## src/rtl/hilo_multu_unit.sv

```systemverilog
// Unsigned shift-add multiplier owning the HI/LO pair; also serves MFHI/MFLO reads.
// Latency: MULTU writes HI/LO WIDTH edges after accept (fewer with MULTU_EARLY_TERM_EN); MFHI/MFLO 1 cycle.
// Backpressure: requests are refused while busy; stall tells the requester to hold them.
module hilo_multu_unit #(
   parameter int WIDTH = 32
) (
   input  logic             clk,
   input  logic             rst,
   input  logic [5:0]       Signal,
   input  logic             start,
   input  logic [WIDTH-1:0] dataA,
   input  logic [WIDTH-1:0] dataB,
   output logic             busy,
   output logic             stall,
   output logic             done,
   output logic [WIDTH-1:0] result,
   output logic             result_valid,
   output logic [WIDTH-1:0] hi,
   output logic [WIDTH-1:0] lo
);

   localparam int CW = $clog2(WIDTH + 1);
   localparam logic [5:0] F_MULTU = 6'b011001;
   localparam logic [5:0] F_MFHI  = 6'b010000;
   localparam logic [5:0] F_MFLO  = 6'b010010;

   typedef enum logic [1:0] {S_IDLE, S_RUN, S_DONE} state_t;

   state_t             state, state_nxt;
   logic [2*WIDTH-1:0] mcand, prod, prod_sum;
   logic [WIDTH-1:0]   mplier, mplier_shr;
   logic [CW-1:0]      count;
   logic               is_multu, is_mfhi, is_mflo;
   logic               last_iter;

   assign is_multu   = (Signal == F_MULTU);
   assign is_mfhi    = (Signal == F_MFHI);
   assign is_mflo    = (Signal == F_MFLO);
   assign prod_sum   = mplier[0] ? (prod + mcand) : prod;
   assign mplier_shr = mplier >> 1;

`ifdef MULTU_EARLY_TERM_EN
   // Finish as soon as no multiplier bits remain; product is unchanged.
   assign last_iter = (count == CW'(1)) || (mplier_shr == '0);
`else
   assign last_iter = (count == CW'(1));
`endif

   // State register
   always_ff @(posedge clk or posedge rst) begin
      if (rst) state <= S_IDLE;
      else     state <= state_nxt;
   end

   // Next-state logic
   always_comb begin
      state_nxt = state;
      case (state)
         S_IDLE:  if (start && is_multu) state_nxt = S_RUN;
         S_RUN:   if (last_iter)         state_nxt = S_DONE;
         S_DONE:                         state_nxt = S_IDLE;
         default:                        state_nxt = S_IDLE;
      endcase
   end

   // Status outputs decoded from state
   always_comb begin
      busy  = (state != S_IDLE);
      stall = start && busy && (is_multu || is_mfhi || is_mflo);
   end

   // Datapath: operand load, shift-add iterations, HI/LO write, read port
   always_ff @(posedge clk or posedge rst) begin
      if (rst) begin
         mcand        <= '0;
         mplier       <= '0;
         prod         <= '0;
         count        <= '0;
         hi           <= '0;
         lo           <= '0;
         done         <= 1'b0;
         result       <= '0;
         result_valid <= 1'b0;
      end else begin
         done         <= 1'b0;
         result_valid <= 1'b0;
         case (state)
            S_IDLE: begin
               if (start && is_multu) begin
                  mcand  <= {{WIDTH{1'b0}}, dataA};
                  mplier <= dataB;
                  prod   <= '0;
                  count  <= CW'(WIDTH);
               end else if (start && (is_mfhi || is_mflo)) begin
                  result       <= is_mfhi ? hi : lo;
                  result_valid <= 1'b1;
               end
            end
            S_RUN: begin
               prod   <= prod_sum;
               mcand  <= mcand << 1;
               mplier <= mplier_shr;
               count  <= count - CW'(1);
               if (last_iter) begin
                  {hi, lo} <= prod_sum;
                  done     <= 1'b1;
               end
            end
            default: ;
         endcase
      end
   end

endmodule

```

## config.mk

```make
export PLATFORM = sky130hd
export DESIGN_NAME = hilo_multu_unit
export DESIGN_NICKNAME = d
export VERILOG_FILES = /design/src/rtl/hilo_multu_unit.sv
export SDC_FILE = /design/constraint.sdc
export NUM_CORES = 1
export LEC_CHECK = 0
export BUFFER_PORTS_ARGS = -buffer_cell sky130_fd_sc_hd__buf_4
export CAP_MARGIN = 40
export CORE_AREA = 2 2 227 229
export CTS_BUF_LIST = sky130_fd_sc_hd__clkbuf_2
export DETAILED_ROUTE_END_ITERATION = 8
export DIE_AREA = 0 0 229 231
export MAX_ROUTING_LAYER = met4
export SYNTH_ARGS = -nofsm -noshare
export SYNTH_HDL_FRONTEND = slang
export SYNTH_SLANG_ARGS = --single-unit
```

## constraint.sdc

```tcl
create_clock -name clk -period 9.3 [get_ports clk]
set_input_delay 0.93 -clock clk [delete_from_list [all_inputs] [get_ports clk]]
set_output_delay 0.93 -clock clk [all_outputs]
set_load 0.02 [all_outputs]
```

==> Word level (Yosys, flattened, before mapping) <==
Cells that the tools add are included.
{ "op_classes": {"n_addsub": 2, "n_eq_ne": 7, "muxes": 18, "bitwise": 1, "reduce_logical": 14} }
{ "op_table": {"columns": ["operator", "count"], "rows": [
  ["$pmux W64 S2", 2],
  ["$mux W64", 3],
  ["$add A64 B64 Y64", 1],
  ["$mux W32", 2],
  ["$pmux W32 S2", 1],
  ["$eq A6 B5 Y1 const B", 3],
  ["$pmux W6 S2", 1],
  ["$eq A6 B1 Y1 const B", 1],
  ["$mux W6", 1],
  ["$reduce_and A2 Y1", 3],
  ["$sub A6 B1 Y6 const B", 1],
  ["$mux W1", 5],
  ["$logic_and A1 B1 Y1", 4],
  ["$mux W2", 2],
  ["$ne A2 B2 Y1 const B", 2],
  ["$pmux W2 S2", 1],
  ["$reduce_bool A2 Y1", 2],
  ["$logic_or A1 B1 Y1", 3],
  ["$reduce_and A3 Y1", 1],
  ["$eq A2 B1 Y1 const B", 1],
  ["$logic_not A2 Y1", 1],
  ["$not A1 Y1", 1]
]} }
{ "totals": {"ff_bits": 266, "in_bits": 73, "out_inout_bits": 100, "elab_cells": 52} }

==> Depth between registers and ports, before layout <==
{ "logic_depth": {"word_depth": 6, "mapped_depth": 13, "mapped_depth_nobuf": 13} }

==> Least setup slack after synthesis <==
OpenSTA, ideal clock, no wires.
{ "synth_path": {"path_type": "register to register", "from": "register mcand[18]", "to": "register prod[63]", "arrival_ns": 2.950, "t_required_ns": 9.220, "setup_slack_ns": 6.270, "path_stages_with_launch": 13, "n_path_buf": 1, "period_less_slack_ns": 3.030, "path_cell_list": "dfrtp_1 ha_1 buf_6 a21oi_4 o21ai_2 a221o_1 a32o_2 a2111oi_4 nor3_2 o31ai_2 xor2_1 or4_1 o211ai_2"} }
{ "synth_via": {"elab_chain_cells": 3} }
{ "synth_rtl": {"columns": ["element", "line", "source"], "rows": [
  ["start: declaration", "30", "logic [2*WIDTH-1:0] mcand, prod, prod_sum;"],
  ["start signal: assignment", "90", "mcand <= {{WIDTH{1'b0}}, dataA};"],
  ["start signal: assignment", "101", "mcand <= mcand << 1;"],
  ["$add A64 B64 Y64", "39", "assign prod_sum = mplier[0] ? (prod + mcand) : prod;"],
  ["$mux W64", "39", null],
  ["$pmux W64 S2", "87", "case (state)"],
  ["end signal: assignment", "100", "prod <= prod_sum;"],
  ["end: declaration", "30", null]
]} }
Every way passes these cells.
A chain may end at the register's enable or synchronous reset.

==> Worst setup path after layout <==
{ "layout_path": {"from": "register mcand[0]", "to": "register hi[10]"} }
{ "layout_via": {"elab_chain_cells": 2} }
{ "layout_rtl": {"columns": ["element", "line", "source"], "rows": [
  ["$add A64 B64 Y64", "39", null],
  ["$mux W64", "39", null],
  ["end signal: assignment", "105", "{hi, lo} <= prod_sum;"],
  ["end: declaration", "18", "output logic [WIDTH-1:0] hi,"]
]} }
Every way passes these cells.

==> results list <==
- CTS placed an instance of clkbuf_2 at the clock tree root.
* Cells after DPL: 2408
- Area of the die: 52900 um2
- The worst path uses 43.4% of the clock period.
- Internal power: 0.00307 W
- By area the synthesized netlist is led by dfrtp_1 (44%), nand2_1 (7.5%), ha_1 (5.4%).
* Number of H-tree levels: 3
- The tightest hold path in the finished design has a slack of 112 ps.
- Number of buffers added by the clock tree synthesis step: 74
* Net switching power: 0.00307 W
* Number of hold-slack violations in the final timing report: 0
- Routability-driven placement finished with a final weighted congestion of 0.918.
- Number of antenna violations at the first check in global routing: 3
- Post-layout net count: 1944
- Synth Flop Type: dfrtp_1
* Xor and xnor area share after synthesis: 3.75%
- Worst path slowest cell: a311oi_1
- Cell with the most instances after synthesis: nand2_1
- Total DRC errors in the routed layout: 0
* Post-Route Skew: 84.0 ps
- Share of the synthesized area in the top cell type: 44.5%
* Post-Route Utilization: 34.8%
* Count of input and output buffers: 172
* Count of cells resized by post-cts repair: 0
- The total overflow left after global routing is 0.
- Cell family contributing the most delay on the critical path: compound AO/OA/AOI/OAI gates
- Most numerous cell types in the synthesized netlist: nand2_1 (299), dfrtp_1 (266), nor2_1 (126)
- In the final layout, the share of cells above drive strength 1 is 18.6%.
* Instance count of the mapped netlist: 1649
- ANT nets after route: 0
* TritonCTS Sinks: 266
- The floorplan step defined a core boundary enclosing 50700 um2.
- Of all nets on the critical path, the largest fanout is 4.
* Outcome: completed
* Fin. max-slew vios: 0
- The routed layout has 13300 vias.
- Wire length of the first global-routing pass: 74900 um
* Min-delay worst type: input pin to flop
- Registers are responsible for 30.3% of the overall power.
* Largest vdd supply drop: 0.160 mV
- Number of cells in the finished layout apart from fillers: 2539
* Maximum number of pins on one net before global-route repair: 112
- Data required time of the critical path: 10240 ps
- Average wire per standard cell: 18.9 um
- Net count after synthesis: 1788
- From synthesis to final layout, the design area changed by 17.9%.
- Worst-skew pair later-pin latency: 1050 ps
- Horizontal die dimension: 229 um
* Relative contribution of the clock network to total power: 14.1%
* Iteration-0 DRC Markers: 1029
- The longest clock path from root to sink contains 3 buffers.
- Data on the critical path arrives at its endpoint at 4980 ps.
- For this design the static power due to leakage is 8.58 nW.
- The worst setup path is captured at a flop.
* Sw frac: 50.0%
- Largest family of logic cells by synthesized area: compound AO/OA/AOI/OAI gates
- Setup repair after global routing left no endpoint under its margin.
- Boundary pin count: 173
- Setup violations remaining at the end of the flow were counted as 0.
- Headroom to the max-slew limit: 46.3%
* CP Cell Sequence: ha_1, inv_1, fa_1, nand2b_1, a21oi_1, o21ai_1, a311oi_1, o21bai_1, o31ai_1, a21oi_1, xnor2_1, mux2i_1, o21ai_1
- The Yosys step of the flow raised 0 warnings.
- Sum of routed wire length over all layers: 47900 um
* First drt pass iteration count: 5
- After synthesis the netlist holds a flip-flop and latch count of 266.
- The HPWL after detailed placement is 34400 um.
* Post-Syn Area: 15000 um2
- Area share of and/or/nand/nor cells after synthesis: 15.4%
- The worst hold path passes through 2 cells.
* Worst Tran Pin Value: 806 ps
- Post-layout minimum cycle time: 4040 ps
- Unique masters post-synth: 75
- TritonCTS built the clock tree.
- Share of flip-flops with an asynchronous set or reset: 100%
- Averaged over all synthesized cells, the footprint is 9.07 um2.
* Number of flops mapped to enable cells by yosys: 0
- Maximum cell stage delay along the critical path: 740 ps
- Once the floorplan was initialized, standard cells occupied 29.5% of the core.
- The critical path crosses 13 cells after its start point.
* Final-layout fill cell count: 5346
- Summing the areas of all compound-gate instances in the mapped netlist gives 22.0% of the synthesized area.
- Highest Clock Rate: 248 MHz
- Sum Neg Setup Slack: 0 ps
- Multiplexer cells account for 4.82% of the synthesized area.
- The worst setup path is of the flop to flop kind.
* Count of max-cap constraint violations: 0
* Number of global-route vias before repair: 12800
* Post-CTS setup repair buffer count: 0
* Sort of element at the start of the critical path: flop
- Summed over all instances, the cell type with the most area after synthesis is dfrtp_1.
- The number of cells on the worst reg-to-reg path is 13.
- Fraction of the mapped netlist area in adder cells: 5.57%
- Global Route Usage Sum: 18.5%
* Clock slew seen by the registers of the worst setup and hold paths: 100 ps
* Number of placement rows: 83
* Proportion of synthesized chip area in sequential cells: 44.5%
- Vertical die dimension: 231 um
- Of the total power, combinational logic draws 55.6%.
- Via/cell ratio: 5.23
* Power Density: 348 nW/um2
- Critical path buffers and inverters: 1
-- registers in the layout, indices dropped and copies added (netlist names) --
name and cells:
state 2, count 6, mcand 64, result_valid 1, mplier 32, hi 32, done 1, prod 64
result 32, lo 32
-- routing by layer --
layer  routed length (um)  GRT usage (%)  up-vias  part of all wire [%]
met4                  832           5.46        0                   1.7
met1                23100           26.5     6500                    48
met5                    0              -        -                     0
met3                 3370           3.66       75                   7.0
met2                20600           26.3      472                    43
li1                     -              -     6240                     -
-- power groups by stage --
| stage | sequential (W) | combinational (W) | clock [W] |
|---|---|---|---|
| after floorplan | 0.00185 | 0.00227 | 0 |
| after global placement | 0.00187 | 0.00330 | 0 |
| after detailed placement | 0.00188 | 0.00336 | 0 |
| after CTS | 0.00186 | 0.00338 | 0.000892 |
| after global routing | 0.00190 | 0.00374 | 0.000955 |
| final | 0.00186 | 0.00342 | 0.000865 |
-- layout by cell type (no fill, tap or decap), types with 71 or more instances in the layout --
| cell type | instances |
|---|---|
| dfrtp_1 | 265 |
| a31oi_1 | 71 |
| o21ai_0 | 125 |
| nor2_1 | 125 |
| a21oi_1 | 109 |
| nand2_1 | 297 |
| clkbuf_2 | 103 |
| buf_4 | 185 |
| mux2i_1 | 72 |
| a22o_1 | 77 |
-- what timing repair did --
action / 4_1_cts / 5_1_grt
hold buffers: 1 / 0
hold endpoints to repair: 32 / 0
endpoints found under the setup margin: 0 / 0
-- stage by stage --
stage / power (W) / worst slack, ps / cell area, um2
2_1_floorplan: 0.00412 / 1040 / 15000
3_3_place_gp: 0.00517 / 5340 / 16800
3_5_place_dp: 0.00525 / 5450 / 17000
4_1_cts: 0.00614 / 5340 / 17600
5_1_grt: 0.00660 / 5010 / 17600
6_report: 0.00614 / 5260 / 17600
-- area by class of cell --
| class | count | area (um2) | area share (%) |
|---|---|---|---|
| Multi-Input combinational cell | 1244 | 7760 | 44.0 |
| Timing Repair Buffer | 193 | 1590 | 9.03 |
| Tap cell | 680 | 851 | 4.82 |
| Sequential cell | 266 | 6660 | 37.8 |
| Clock buffer | 103 | 515 | 2.92 |
| Inverter | 26 | 105 | 0.596 |
| Clock inverter | 23 | 139 | 0.788 |
| Antenna cell | 4 | 10.0 | 0.0568 |
-- path summary, 6_finish.rpt --
path,from,end,slack (ps)
max reg2reg,mcand[0],hi[10],5260
max,mcand[0],hi[10],5260
min,dataB[31],mplier[31],110
min in group asynchronous,rst,mcand[63],390
max in group asynchronous,rst,mplier[29],7140
min reg2reg,result[29],result[29],490
-- logic make-up (layout without fill, tap and decap cells) --
family,count (synthesis),count (layout)
muxes,72,72
and+or+nand+nor,531,531
DFF,266,266
adders and majority gates,66,66
buffers and inverters,139,345
xor gates and xnor gates,64,64
AOI/OAI and AO/OA,511,511
other,0,4
Power figures use the tool's default switching activity.
